===== src/rtl/vga_timing_rx.sv =====
// VGA sync receiver: measures hsync/vsync timing, locks to the
// expected mode, and emits de, x/y coordinates and a frame strobe.
module vga_timing_rx #(
  parameter int HTOTAL      = 800,
  parameter int HSYNC       = 96,
  parameter int HBP         = 48,
  parameter int HACT        = 640,
  parameter int VTOTAL      = 521,
  parameter int VSYNC       = 2,
  parameter int VBP         = 29,
  parameter int VACT        = 480,
  parameter int LOCK_FRAMES = 2
) (
  input  logic        clk,
  input  logic        rst,
  input  logic        pix_ce,
  input  logic        hsync_in,
  input  logic        vsync_in,
  output logic        locked,
  output logic        de,
  output logic [9:0]  x,
  output logic [9:0]  y,
  output logic        frame_start,
  output logic [10:0] h_period,
  output logic [10:0] h_width,
  output logic [10:0] v_period,
  output logic [10:0] v_width
);

  localparam logic [1:0] SEARCH = 2'd0;
  localparam logic [1:0] VERIFY = 2'd1;
  localparam logic [1:0] LOCKED = 2'd2;

  localparam logic [10:0] HSAT = 11'(2 * HTOTAL);
  localparam logic [10:0] VSAT = 11'(2 * VTOTAL);
  localparam logic [10:0] C_HT = 11'(HTOTAL);
  localparam logic [10:0] C_HS = 11'(HSYNC);
  localparam logic [10:0] C_VT = 11'(VTOTAL);
  localparam logic [10:0] C_VS = 11'(VSYNC);
  localparam logic [10:0] HLO  = 11'(HSYNC + HBP);
  localparam logic [10:0] HHI  = 11'(HSYNC + HBP + HACT);
  localparam logic [10:0] VLO  = 11'(VSYNC + VBP);
  localparam logic [10:0] VHI  = 11'(VSYNC + VBP + VACT);
  localparam logic [7:0]  C_LF = 8'(LOCK_FRAMES);

  logic        hs_s1_q, hs_s2_q, vs_s1_q, vs_s2_q;
  logic        hs_prev_q, vs_prev_q;
  logic [10:0] hcnt_q, vcnt_q;
  logic [10:0] hper_q, hwid_q, vper_q, vwid_q;
  logic        h_err_q, armed_q, armed_d;
  logic [1:0]  state_q, state_d;
  logic [7:0]  good_q, good_d;
  logic        locked_q, de_q, fs_q, fs_d;
  logic [9:0]  x_q, y_q;

  logic        hfall, hrise, vfall, vrise;
  logic [10:0] hcnt_p1, vcnt_n;
  logic        sat, herr_now, frame_good, de_d;

  assign hfall = pix_ce & hs_prev_q & ~hs_s2_q;
  assign hrise = pix_ce & ~hs_prev_q & hs_s2_q;
  assign vfall = pix_ce & vs_prev_q & ~vs_s2_q;
  assign vrise = pix_ce & ~vs_prev_q & vs_s2_q;

  assign hcnt_p1 = hcnt_q + 11'd1;
  assign vcnt_n  = hfall ? vcnt_q + 11'd1 : vcnt_q;
  assign sat     = (hcnt_q == HSAT) | (vcnt_q == VSAT);

  assign herr_now = (hfall & armed_q & (hcnt_p1 != C_HT))
                  | (hrise & (hcnt_p1 != C_HS));

  assign frame_good = ~(h_err_q | herr_now)
                    & (vcnt_n == C_VT)
                    & (vwid_q == C_VS);

  assign de_d = locked_q
              & (hcnt_q >= HLO) & (hcnt_q < HHI)
              & (vcnt_q >= VLO) & (vcnt_q < VHI);

  // two-flop synchronizers, every clk
  always_ff @(posedge clk) begin
    if (rst) begin
      hs_s1_q <= 1'b1;
      hs_s2_q <= 1'b1;
      vs_s1_q <= 1'b1;
      vs_s2_q <= 1'b1;
    end else begin
      hs_s1_q <= hsync_in;
      hs_s2_q <= hs_s1_q;
      vs_s1_q <= vsync_in;
      vs_s2_q <= vs_s1_q;
    end
  end

  // lock state machine, judged at vsync falls
  always_comb begin
    state_d = state_q;
    good_d  = good_q;
    if (pix_ce && sat) begin
      state_d = SEARCH;
    end else if (vfall) begin
      case (state_q)
        SEARCH: begin
          state_d = VERIFY;
          good_d  = 8'd0;
        end
        VERIFY: begin
          if (frame_good) begin
            good_d = good_q + 8'd1;
            if (good_q + 8'd1 == C_LF)
              state_d = LOCKED;
          end else begin
            good_d = 8'd0;
          end
        end
        LOCKED: begin
          if (!frame_good)
            state_d = SEARCH;
        end
        default: state_d = SEARCH;
      endcase
    end
  end

  // the first line after losing lock is partial, so skip it
  always_comb begin
    armed_d = armed_q;
    if (state_d == SEARCH && state_q != SEARCH)
      armed_d = 1'b0;
    else if (hfall)
      armed_d = 1'b1;
  end

  assign fs_d = vfall & (state_q == LOCKED) & (state_d == LOCKED);

  // state, lock flag and judging helpers
  always_ff @(posedge clk) begin
    if (rst) begin
      state_q  <= SEARCH;
      good_q   <= 8'd0;
      armed_q  <= 1'b0;
      locked_q <= 1'b0;
    end else begin
      state_q  <= state_d;
      good_q   <= good_d;
      armed_q  <= armed_d;
      locked_q <= (state_q == LOCKED);
    end
  end

  // line/frame counters and measurements on pixel ticks
  always_ff @(posedge clk) begin
    if (rst) begin
      hs_prev_q <= 1'b1;
      vs_prev_q <= 1'b1;
      hcnt_q    <= '0;
      vcnt_q    <= '0;
      hper_q    <= '0;
      hwid_q    <= '0;
      vper_q    <= '0;
      vwid_q    <= '0;
      h_err_q   <= 1'b0;
    end else if (pix_ce) begin
      hs_prev_q <= hs_s2_q;
      vs_prev_q <= vs_s2_q;
      if (hfall)
        hcnt_q <= '0;
      else if (hcnt_q != HSAT)
        hcnt_q <= hcnt_p1;
      if (hfall)
        hper_q <= hcnt_p1;
      if (hrise)
        hwid_q <= hcnt_p1;
      if (vfall)
        vcnt_q <= '0;
      else if (hfall && vcnt_q != VSAT)
        vcnt_q <= vcnt_q + 11'd1;
      if (vfall)
        vper_q <= vcnt_n;
      if (vrise)
        vwid_q <= vcnt_n;
      if (vfall)
        h_err_q <= 1'b0;
      else if (herr_now)
        h_err_q <= 1'b1;
    end
  end

  // coordinate outputs, one pixel tick behind the counters
  always_ff @(posedge clk) begin
    if (rst) begin
      de_q <= 1'b0;
      fs_q <= 1'b0;
      x_q  <= '0;
      y_q  <= '0;
    end else if (pix_ce) begin
      de_q <= de_d;
      fs_q <= fs_d;
      if (de_d) begin
        x_q <= 10'(hcnt_q - HLO);
        y_q <= 10'(vcnt_q - VLO);
      end
    end
  end

  assign locked      = locked_q;
  assign de          = de_q;
  assign x           = x_q;
  assign y           = y_q;
  assign frame_start = fs_q;
  assign h_period    = hper_q;
  assign h_width     = hwid_q;
  assign v_period    = vper_q;
  assign v_width     = vwid_q;

endmodule


===== config.mk =====
export PLATFORM = sky130hd
export DESIGN_NAME = vga_timing_rx
export DESIGN_NICKNAME = d
export VERILOG_FILES = /design/src/rtl/vga_timing_rx.sv
export SDC_FILE = /design/constraint.sdc
export NUM_CORES = 1
export LEC_CHECK = 0
export ABC_AREA = 1
export BUFFER_PORTS_ARGS = -buffer_cell sky130_fd_sc_hd__buf_2
export CORE_MARGIN = 8
export CORE_UTILIZATION = 59
export CTS_BUF_LIST = sky130_fd_sc_hd__clkbuf_8
export DETAILED_ROUTE_END_ITERATION = 10
export PLACE_DENSITY = 0.93
export SLEW_MARGIN = 20
export SYNTH_ARGS = -nofsm -noshare
export SYNTH_HDL_FRONTEND = slang
export SYNTH_SLANG_ARGS = --single-unit

===== constraint.sdc =====
create_clock -name clk -period 2.8 [get_ports clk]
set_input_delay 0.14 -clock clk [delete_from_list [all_inputs] [get_ports clk]]
set_output_delay 0.14 -clock clk [all_outputs]
set_load 0.02 [all_outputs]

## Word level (Yosys, flattened, before mapping)

Cells that the tools add are included.

- Memories: 0
- Memory bits (read-only): 0
- Flip-flop bits (word level): 107
- Input bits: 5
- Latch bits: 0
- Word-level logic and storage cells: 105
- RAM bits: 0
- Output and inout bits: 67

- $lt $le $gt $ge: 4
- Multipliers: 0
- Add/sub/neg operators: 5
- Bitwise gates (word level): 28
- Div/mod/pow operators: 0
- Shift operators: 0
- Eq/ne operators: 12
- Muxes and demuxes: 15
- Reductions and logical operators: 20

Operator list:

| cell | count |
|---|---|
| $mux 11 | 5 |
| $add 11x1->11 const B | 2 |
| $eq 11x11->1 const B | 2 |
| $ne 11x11->1 const B | 2 |
| $and 1x1->1 | 19 |
| $pmux 8 s2 | 1 |
| $reduce_and 2->1 | 8 |
| $eq 11x10->1 const B | 1 |
| $eq 11x2->1 const B | 1 |
| $ge 11x5->1 const B | 1 |
| $ge 11x8->1 const B | 1 |
| $lt 11x10->1 const B | 1 |
| $lt 11x9->1 const B | 1 |
| $ne 11x10->1 const B | 1 |
| $ne 11x7->1 const B | 1 |
| $mux 2 | 5 |
| $reduce_bool 2->1 | 5 |
| $sub 10x5->10 const B | 1 |
| $sub 10x8->10 const B | 1 |
| $add 8x1->8 const B | 1 |
| $eq 8x2->1 const B | 1 |
| $mux 8 | 1 |
| $not 1->1 | 6 |
| $pmux 2 s3 | 1 |
| other kinds (8) | 15 |

## Logic depth before layout (Yosys ltp)

- Depth after elaboration: 16
- Gate-level depth with buffers: 16

## Worst setup path after synthesis

OpenSTA, ideal clock, no wires.

- Path kind: reg2reg
- From: register hcnt_q[0]
- To: register good_q[5]
- Path buffers: 0
- Arrival time: 1974 ps
- Clock period less this slack: 2042 ps
- Setup slack: 758 ps
- Stages on the path, launching flop included: 15
- Cell sequence: dfxtp_1 -> ha_1 -> nand2_1 -> nor2_1 -> nand2_1 -> xor2_1 -> nand3_1 -> nand2_1 -> nand2_1 -> nor2_2 -> nand2_2 -> nor2_4 -> inv_2 -> or2_1 -> a21oi_2

- Longest elaborated chain between the ends: 10
- Elaborated cells between the ends (all ways): 17

Ends and longest elaborated chain:

| item | line | text |
|---|---|---|
| start, declared | 48 | `logic [10:0] hcnt_q, vcnt_q;` |
| start signal, assigned | 169 | `hcnt_q <= hcnt_p1;` |
| $add 11x1->11 | 65 | `assign hcnt_p1 = hcnt_q + 11'd1;` |
| $ne 11x10->1 / $ne 11x7->1 (equally long branches) | 69, 70 |  |
| $and 1x1->1 (on tied branches) | 69, 70 |  |
| $or 1x1->1 | 70 | `\| (hrise & (hcnt_p1 != C_HS));` |
| $or 1x1->1 | 72 | `assign frame_good = ~(h_err_q \| herr_now)` |
| $not 1->1 | 72 |  |
| $and 1x1->1 | 73 | `& (vcnt_n == C_VT)` |
| $and 1x1->1 | 74 | `& (vwid_q == C_VS);` |
| $mux 8 | 108 | `if (frame_good) begin` |
| $pmux 8 s2 | 102 | `case (state_q)` |
| end signal, assigned | 145 | `good_q <= good_d;` |
| end, declared | 52 | `logic [7:0] good_q, good_d;` |

Parallel ways exist; a longest one is shown, timed or not.
A chain may end at the register's enable or synchronous reset.

## Worst setup path after layout

- From: register hcnt_q[0]
- To: register good_q[3]

The elaborated chain is that of the path after synthesis.

==> flow_summary.ini <==
[worst_setup_path]
cpPeakStageDelay_ps = 470
cp_cell_sequence = ha_1 -> nand3_1 -> xor2_1 -> nor2_1 -> nand3_1 -> nand2_1 -> inv_1 -> nor2_2 -> nand2_2 -> nor2_4 -> inv_2 -> or2_1 -> a21oi_2
worstPathArrival_ps = 2820
critPathKind = flip-flop to flip-flop
cp_max_fo = 7
end_kind = flip-flop
start_kind = flip-flop
slowest_stage = dfxtp_1
required_ps = 3110
critPathMostFrequentCell = nand3_1

[place]
dp_hpwl_um = 9610
portBuffers = 71
gp_congestion = 0.944

[floorplan]
start_util = 0.608
die_h_um = 108
dieArea_um2 = 11600
dieWidth_um = 108
coreArea_um2 = 8180
io-pin-count = 72
rows = 33

[power]
p_per_area_nw_per_um2 = 483
combPwrFrac = 0.087
power.switching_uw = 750
vdd_ir_drop_max_v = 0.000323
power_leakage_nw = 2.70
pwr-share-clk = 0.328
p_int_mw = 1.97
seqPwrFrac = 0.585
sw_frac_of_total = 0.276
total_power_mw = 2.72

[yosys]
synth_area_leaders = dfxtp_1, nand2_1, o21ai_0, a21oi_1, nor2_1
synth_top_cell_by_area = dfxtp_1
synth.yosys.seq_area_share = 0.431
synth.top_cell.area_share = 0.431
ys_warn_count = 0
avgSynthCellArea_um2 = 7.14
synth.cell_area_um2 = 4970
synth_cells = 697
syn-num-nets = 712
synth_seq_cells = 107
synth_cell_types = 36

[final_layout]
multiInputGateArea_um2 = 2420
nFillCells = 658
drive_above_1_share = 0.164
num_antenna_cells = 0
synthToLayoutAreaGrowth_pct = 13.2
nNetsFinal = 780
seqCellArea_um2 = 2140

[detailed_routing]
ant_nets = 0
viasPerCell = 5.57
wl_um = 13200
wl_per_cell_um = 15.1
firstDrtPassIters = 6
drc = 0
vias = 4873
first_iter_violations = 319

[sta]
fmax_mhz = 397
period_minus_slack_ps = 2520
setup_viol = 0
rsz0062_at_grt = false
worst_slew_pin_slew_ps = 490
maxSlewHeadroom = 0.673
period_share = 0.899
finalHoldViolCount = 0
finClkSkew_ps = 16.0
slew_violations = 0
tns_ps = 0

[global_route]
grt_pass1_vias = 4738
grt_max_degree = 30
grt_pass1_wl_um = 21800
track_usage = 0.230
overflow = 0
antenna_found_initial = 0

[hold_path]
hold_path_class = primary input to flip-flop

[flow_run]
cap_violations = 0

[clocking]
clk_latency_ps = 380
htreeDepth = 3
cts_tree = done
cts_root_buf = clkbuf_8
post_cts_buffers = 0
cts_buffer_depth = 2
cts.clk_slew.worst_paths_ps = 110
clock_sinks = 107
numCtsBuffers = 9

[outcome]
status = completed
-- critical path: cells and delay by family (launching register included) --
| kind | cells | cell delay [ps] |
|---|---|---|
| and+or+nand+nor | 8 | 1150 |
| AOI/OAI and AO/OA | 1 | 130 |
| xor gates and xnor gates | 1 | 240 |
| buffers and inverters | 2 | 120 |
| DFF | 1 | 470 |
| adders and majority gates | 1 | 330 |
-- state kept, by name, summed over array words and instances (netlist names), 2 cells and up --
name	count
h_width	11
y	10
good_q	8
v_period	11
vcnt_q	11
state_q	2
v_width	11
x	10
h_period	11
hcnt_q	11
-- routing by layer --
metal	vias up	wire length [um]	GRT usage	share of wire
li1	2391	-	-	-
met1	2231	5440	0.276	0.41
met2	223	6280	0.382	0.48
met3	28	1150	0.0437	0.087
met4	0	331	0.117	0.025
met5	-	0	0	0
-- area by class of cell --
class	count	share of cell area
Multi-Input combinational cell	484	0.430
Timing Repair Buffer	83	0.0800
Clock buffer	9	0.0220
Inverter	80	0.0533
Tap cell	105	0.0233
Sequential cell	107	0.380
Clock inverter	7	0.0104
-- worst paths after layout --
check        depth (start not counted)  startpoint  slack, ps         to
min                                  2      pix_ce        110  vs_prev_q
max reg2reg                         13   hcnt_q[0]        280  good_q[3]
min reg2reg                          1     vs_s1_q        430    vs_s2_q
max                                 13   hcnt_q[0]        280  good_q[3]
-- per-stage QoR --
stage | hold WS, ps | util | setup slack [ps] | cells | cell area [um^2]
floorplan | 244 | - | 758 | 697 | 4970
global placement | 326 | 0.664 | 546 | 857 | 5430
detailed placement | 325 | 0.664 | 377 | 857 | 5430
CTS | 106 | 0.689 | 320 | 875 | 5630
global route | 124 | 0.689 | 90.4 | 875 | 5630
finish | 112 | 0.689 | 283 | 875 | 5630
-- cell families after synthesis --
kind of cell / after synthesis / share of synthesized area
AOI/OAI and AO/OA: 151 / 0.163
xor gates and xnor gates: 14 / 0.0247
adders and majority gates: 10 / 0.0252
buffers and inverters: 106 / 0.0830
DFF: 107 / 0.431
and+or+nand+nor: 309 / 0.274
-- cells in the final DEF (no fill, tap or decap), drive strengths merged --
cell type and n:
xor2 12, inv 85, nor4 2, dfxtp 107, a31oi 2, o21ai 68
and2 4, clkinv 2, a211oi 3, nand2 150, nand4 7, nand3 47
ha 10, a22oi 1, a2111o 1, buf 81, a21oi 67, nor3 5
xnor2 2, o211ai 9, dlygate4sd3 2, nor2 83, or2 11, clkbuf 9
-- Yosys cell counts --
cell type	count
clkbuf_1	15
nor4_1	2
nand2_4	2
and2_0	1
nand2_1	146
o211ai_1	9
nand3_1	46
xnor2_1	2
a22oi_1	1
nand2_2	2
ha_1	10
nor3_1	5
nand3_2	1
xor2_1	12
a2111o_1	1
nor2_4	3
a21oi_1	64
nor2_1	76
nor2_8	1
buf_4	2
buf_1	3
a21oi_2	3
dfxtp_1	107
and2_1	3
inv_2	6
nor2_2	3
buf_2	6
nand4_2	1
or2_1	4
o21ai_0	65
inv_1	74
or2_2	7
a31oi_1	2
nand4_1	6
a211oi_1	3
o21ai_1	3
-- power groups by stage --
stage / Sequential (mW) / Combinational, mW / Clock, mW
finish: 1.59 / 0.236 / 0.893
global placement: 1.62 / 0.222 / 0
CTS: 1.59 / 0.234 / 0.901
floorplan: 1.64 / 0.135 / 0
detailed placement: 1.62 / 0.230 / 0
global route: 1.60 / 0.262 / 0.963
-- repair_timing --
item / 4_1_cts / 5_1_grt
gates resized for setup: 0 / 0
hold buffers: 2 / 0
hold endpoints to repair: 2 / 0
Power figures use the tool's default switching activity.
